==> src/rtl/memory_arbiter.sv <==
// Purpose: shares one memory port between the core (r0) and a loader/DMA master (r1), one transaction in flight.
// Latency: one arbitration cycle (IDLE) before memory_enable; accept and completion are forwarded combinationally.
// Backpressure: only the owner sees memory_ready/memory_valid; a losing requester holds its request until granted.
module memory_arbiter #(
    parameter int FIXED_PRIORITY = 0
) (
    input  logic        clk,
    input  logic        reset,

    input  logic        r0_memory_enable,
    input  logic        r0_memory_command,
    input  logic [31:0] r0_read_memory_address,
    input  logic [31:0] r0_write_memory_address,
    input  logic [31:0] r0_write_memory_data,
    input  logic [31:0] r0_write_memory_mask,
    output logic        r0_memory_ready,
    output logic        r0_memory_valid,
    output logic [31:0] r0_read_memory_data,

    input  logic        r1_memory_enable,
    input  logic        r1_memory_command,
    input  logic [31:0] r1_read_memory_address,
    input  logic [31:0] r1_write_memory_address,
    input  logic [31:0] r1_write_memory_data,
    input  logic [31:0] r1_write_memory_mask,
    output logic        r1_memory_ready,
    output logic        r1_memory_valid,
    output logic [31:0] r1_read_memory_data,

    output logic        memory_enable,
    output logic        memory_command,
    output logic [31:0] read_memory_address,
    output logic [31:0] write_memory_address,
    output logic [31:0] write_memory_data,
    output logic [31:0] write_memory_mask,
    input  logic        memory_ready,
    input  logic        memory_valid,
    input  logic [31:0] read_memory_data,

    output logic [1:0]  debug_grant
);

    typedef enum logic [1:0] {
        ST_IDLE  = 2'd0,
        ST_GRANT = 2'd1,
        ST_WAIT  = 2'd2
    } state_t;

    state_t state;
    logic   owner;
    logic   last;
    logic   winner;

    logic        own_enable;
    logic        own_command;
    logic [31:0] own_read_address;
    logic [31:0] own_write_address;
    logic [31:0] own_write_data;
    logic [31:0] own_write_mask;

    // Pick the requester to grant from IDLE; under contention either r0 always or the one not served last.
    always_comb begin
        winner = 1'b0;
        if (r0_memory_enable && r1_memory_enable) begin
            winner = (FIXED_PRIORITY != 0) ? 1'b0 : ~last;
        end else if (r1_memory_enable) begin
            winner = 1'b1;
        end
    end

    // Select the current owner's request fields.
    always_comb begin
        own_enable        = r0_memory_enable;
        own_command       = r0_memory_command;
        own_read_address  = r0_read_memory_address;
        own_write_address = r0_write_memory_address;
        own_write_data    = r0_write_memory_data;
        own_write_mask    = r0_write_memory_mask;
        if (owner) begin
            own_enable        = r1_memory_enable;
            own_command       = r1_memory_command;
            own_read_address  = r1_read_memory_address;
            own_write_address = r1_write_memory_address;
            own_write_data    = r1_write_memory_data;
            own_write_mask    = r1_write_memory_mask;
        end
    end

    // Arbitration state machine; debug_grant tracks the owner and is cleared whenever we return to IDLE.
    always_ff @(posedge clk) begin
        if (reset) begin
            state       <= ST_IDLE;
            owner       <= 1'b0;
            last        <= 1'b1;
            debug_grant <= 2'b00;
        end else begin
            case (state)
                ST_IDLE: begin
                    if (r0_memory_enable || r1_memory_enable) begin
                        owner       <= winner;
                        debug_grant <= winner ? 2'b10 : 2'b01;
                        state       <= ST_GRANT;
                    end
                end
                ST_GRANT: begin
                    if (own_enable && memory_ready) begin
                        last  <= owner;
                        state <= ST_WAIT;
                    end else if (!own_enable) begin
                        // Owner withdrew before the memory took the request: nothing is in flight.
                        debug_grant <= 2'b00;
                        state       <= ST_IDLE;
                    end
                end
                ST_WAIT: begin
                    if (memory_valid) begin
                        debug_grant <= 2'b00;
                        state       <= ST_IDLE;
                    end
                end
                default: begin
                    debug_grant <= 2'b00;
                    state       <= ST_IDLE;
                end
            endcase
        end
    end

    // Drive the memory port and the per-requester handshakes; memory_valid outside WAIT is spurious and dropped.
    always_comb begin
        memory_enable        = 1'b0;
        memory_command       = 1'b0;
        read_memory_address  = 32'h0;
        write_memory_address = 32'h0;
        write_memory_data    = 32'h0;
        write_memory_mask    = 32'h0;
        r0_memory_ready      = 1'b0;
        r1_memory_ready      = 1'b0;
        r0_memory_valid      = 1'b0;
        r1_memory_valid      = 1'b0;
        if (state == ST_GRANT || state == ST_WAIT) begin
            memory_command       = own_command;
            read_memory_address  = own_read_address;
            write_memory_address = own_write_address;
            write_memory_data    = own_write_data;
            write_memory_mask    = own_write_mask;
        end
        if (state == ST_GRANT) begin
            memory_enable   = own_enable;
            r0_memory_ready = ~owner & memory_ready;
            r1_memory_ready =  owner & memory_ready;
        end
        if (state == ST_WAIT) begin
            r0_memory_valid = ~owner & memory_valid;
            r1_memory_valid =  owner & memory_valid;
        end
    end

    // Read data goes to both requesters; only the owner's valid qualifies it.
    assign r0_read_memory_data = read_memory_data;
    assign r1_read_memory_data = read_memory_data;

endmodule

==> config.mk <==
export PLATFORM = sky130hd
export DESIGN_NAME = memory_arbiter
export DESIGN_NICKNAME = d
export VERILOG_FILES = /design/src/rtl/memory_arbiter.sv
export SDC_FILE = /design/constraint.sdc
export NUM_CORES = 1
export LEC_CHECK = 0
export ABC_AREA = 0
export CORE_AREA = 3 3 194 196
export DETAILED_ROUTE_END_ITERATION = 7
export DIE_AREA = 0 0 197 199
export GPL_TIMING_DRIVEN = 0
export PLACE_DENSITY_LB_ADDON = 0.08
export SETUP_SLACK_MARGIN = 0.4
export SLEW_MARGIN = 20
export SYNTH_ARGS = -nofsm -noshare
export SYNTH_HDL_FRONTEND = slang
export SYNTH_SLANG_ARGS = --single-unit
==> constraint.sdc <==
create_clock -name clk -period 1.65 [get_ports clk]
set_input_delay 0.33 -clock clk [delete_from_list [all_inputs] [get_ports clk]]
set_output_delay 0.33 -clock clk [all_outputs]
set_load 0.005 [all_outputs]
==> results <==
## state kept, by name, indices dropped and copies added, names as in the netlist
signal	flops
state	2
last	1
owner	1
debug_grant	2
## cells in the final DEF, fill, tap and decap left out, types with 2 or more instances in the layout
cell type,synthesis,final
buf_6,0,138
nor2b_1,132,5
nand2b_1,4,4
clkbuf_16,0,16
mux2i_2,0,21
dfxtp_2,0,2
nor2b_4,0,118
clkbuf_2,0,3
clkdlybuf4s50_1,0,326
inv_2,0,2
nand3b_1,2,2
buf_4,65,87
buf_16,0,2
dlymetal6s2s_1,0,6
dlygate4sd2_1,0,7
ha_4,0,4
buf_8,0,14
dfxtp_1,6,3
nor2b_2,0,9
nor2_1,6,6
mux2_4,0,2
mux2i_4,0,28
a221oi_4,0,2
mux2i_1,133,84
buf_12,0,21
nand2_1,4,3
buf_2,14,42
and3_4,0,2
## tightest hold or removal path: stages, from the launching register on
cell and delay (ns):
dfxtp_1 0.31, nand2b_1 0.06, mux2i_1 0.06
## cell type report
class / instances / area [um^2] / area share [%]
multi-input cells: 297 / 3820 / 33.3
diodes: 1 / 2.50 / 0.0218
clock buffers: 3 / 75.1 / 0.654
inverters: 2 / 7.51 / 0.0654
well taps: 468 / 586 / 5.10
flip-flops and latches: 6 / 126 / 1.10
repair buffers: 568 / 5790 / 50.4
plain buffers: 93 / 1080 / 9.38
## logic make-up after synthesis
| family | after synthesis | share of synthesized area (%) |
|---|---|---|
| and+or+nand+nor | 153 | 30.0 |
| muxes | 135 | 43.4 |
| buffers and inverters | 95 | 19.8 |
| DFF | 6 | 3.85 |
| AOI/OAI and AO/OA | 5 | 1.40 |
| adders and majority gates | 4 | 1.60 |
## routing by layer
layer | GRT usage, % | wire length, um | up-vias
li1 | - | - | 2416
met1 | 12.6 | 8910 | 2291
met2 | 22.8 | 13900 | 197
met3 | 2.24 | 1420 | 8
met4 | 0.660 | 190 | 0
met5 | 0 | 0 | -
## what timing repair did
action,in CTS,in global routing
hold endpoints to repair,0,0
gates resized for setup,683,174
pin swaps,5,7
endpoints found under the setup margin,142,145
setup buffers,65,34
cloned,6,0
## metrics by stage
stage / TNS, ns / cell area [um^2]
after floorplan: 0 / 4020
after global placement: -55.53 / 9240
after detailed placement: -53.88 / 9240
after CTS: -51.73 / 10600
after global routing: -57.54 / 11500
final: -49.94 / 11500
## worst paths after layout
check	from	slack, ns	to	cells after the start
min reg2reg	debug_grant[1]$_SDFFE_PP0P_	0.48	debug_grant[1]$_SDFFE_PP0P_	2
max reg2reg	owner$_SDFFE_PP0P_	-0.01	debug_grant[0]$_SDFFE_PP0P_	5
max	state[1]$_SDFFE_PP0P_	-0.59	write_memory_address[7]	10
min	debug_grant[1]$_SDFFE_PP0P_	0.48	debug_grant[1]$_SDFFE_PP0P_	2
## power breakdown
group / internal (mW) / switching (mW)
clock network: 0.312 / 0.0889
logic: 4.14 / 1.89
registers: 0.164 / 0.0122
total: 4.62 / 2.00
==> impl_metrics.py <==
metrics = {
    "outcome": {
        "outcome": "finished with violations",
        "violations": "negative setup slack",
    },
    "placement": {
        "portBuffers": 463,
        "placedCellCount": 1329,
        "gp_congestion": 0.694,
        "dp_hpwl_um": 19700,
        "pre_cts_ws_ns": -0.498,
    },
    "synthesis": {
        "ys_top_cells_by_area": "mux2i_1, nor2b_1, buf_4",
        "synthCells": 398,
        "synth-seq-area-share_pct": 3.85,
        "ys_types": 22,
        "syn_area_per_cell_um2": 7.84,
        "synth_ff_type": "dfxtp_1",
        "synth_nets": 698,
        "ys_warn_count": 0,
        "ys_ff_latch": 6,
        "synth.most_common_cell": "mux2i_1",
        "synthTopCellsByCount": "mux2i_1, nor2b_1, buf_4",
        "synth_edf_count": 0,
        "yosys.area.top_type": "mux2i_1",
        "ys_async_sr_fraction_pct": 0,
        "syn_area_um2": 3120,
        "synth_top_area_share_pct": 42.6,
    },
    "pwr": {
        "powerDensity_nw_per_um2": 576,
        "p_total_mw": 6.61,
        "leakage_nw": 4.67,
        "ir_drop_uv": 422,
    },
    "drt": {
        "drtIter0Drc": 50,
        "drc": 0,
        "drtAntennaViolNets": 0,
        "viasPerCell": 3.42,
        "routed_wl_um": 24400,
        "wl_per_cell_um": 17.0,
        "vias": 4912,
        "first_pass_iters": 4,
    },
    "sta": {
        "fin_crit_sh_pct": 135,
        "worst_slew_pin_slew_ns": 0.375,
        "relSlewSlack_pct": 74.9,
        "rsz0062_at_grt": "true",
        "setup_viol": 133,
        "worst_slack_ns": -0.585,
        "period_minus_slack_ns": 2.24,
        "timing.final.hold_violations": 0,
        "fin_hold_ws_ns": 0.477,
        "skew_ns": 0.00370,
        "drv_slew": 0,
        "fmax_mhz": 447,
    },
    "grt": {
        "grt_max_degree": 11,
        "grt.overflow.total": 0,
        "grt_pass1_wl_um": 33500,
        "track_usage_pct": 11.3,
        "grt_pass1_vias": 5056,
        "antenna_found_initial": 1,
    },
    "floorplan": {
        "die_w_um": 197,
        "core_um2": 36300,
        "die_h_um": 199,
        "rows": 70,
        "start_util_pct": 8.61,
        "pin_count": 496,
        "die-area_um2": 39200,
    },
    "setup_path": {
        "critPathMaxStageDelay_ns": 0.33,
        "crit_family": "buffers and inverters",
        "critPathSlowestCell": "dfxtp_2",
        "path_buf_inv": 8,
        "cp.required_ns": 1.32,
        "arrival_ns": 1.91,
        "crit_fanout": 7,
        "cp_cell_sequence": "inv_2, ha_4, buf_12, clkbuf_16, clkbuf_16, buf_12, buf_6, buf_6, nor2b_4, buf_2",
        "cp-start-kind": "register",
        "critPathCaptureType": "output port",
        "critPathKind": "register to output port",
    },
    "clock_network": {
        "ctsHoldBuffers": 0,
        "clk_latency_ns": 0.23,
        "cts_tree": "yes",
        "cts_root_buffer": "clkbuf_16",
        "clock_sinks": 6,
        "path_clk_slew_ns": 0.04,
        "numCtsBuffers": 3,
        "htree_levels": 1,
        "clockBufferDepth": 2,
    },
    "cells_and_area": {
        "nets": 1271,
        "drive_above_1_share_pct": 53.5,
        "synthToLayoutAreaGrowth_pct": 268,
        "layoutNonFillerInstCount": 1438,
        "final_core_util_pct": 31.7,
        "fillers": 3831,
    },
    "worst_hold_path": {
        "hold_path.class": "register to register",
    },
    "run": {
        "maxCapViolCount": 0,
    },
}
Power figures use the tool's default switching activity.
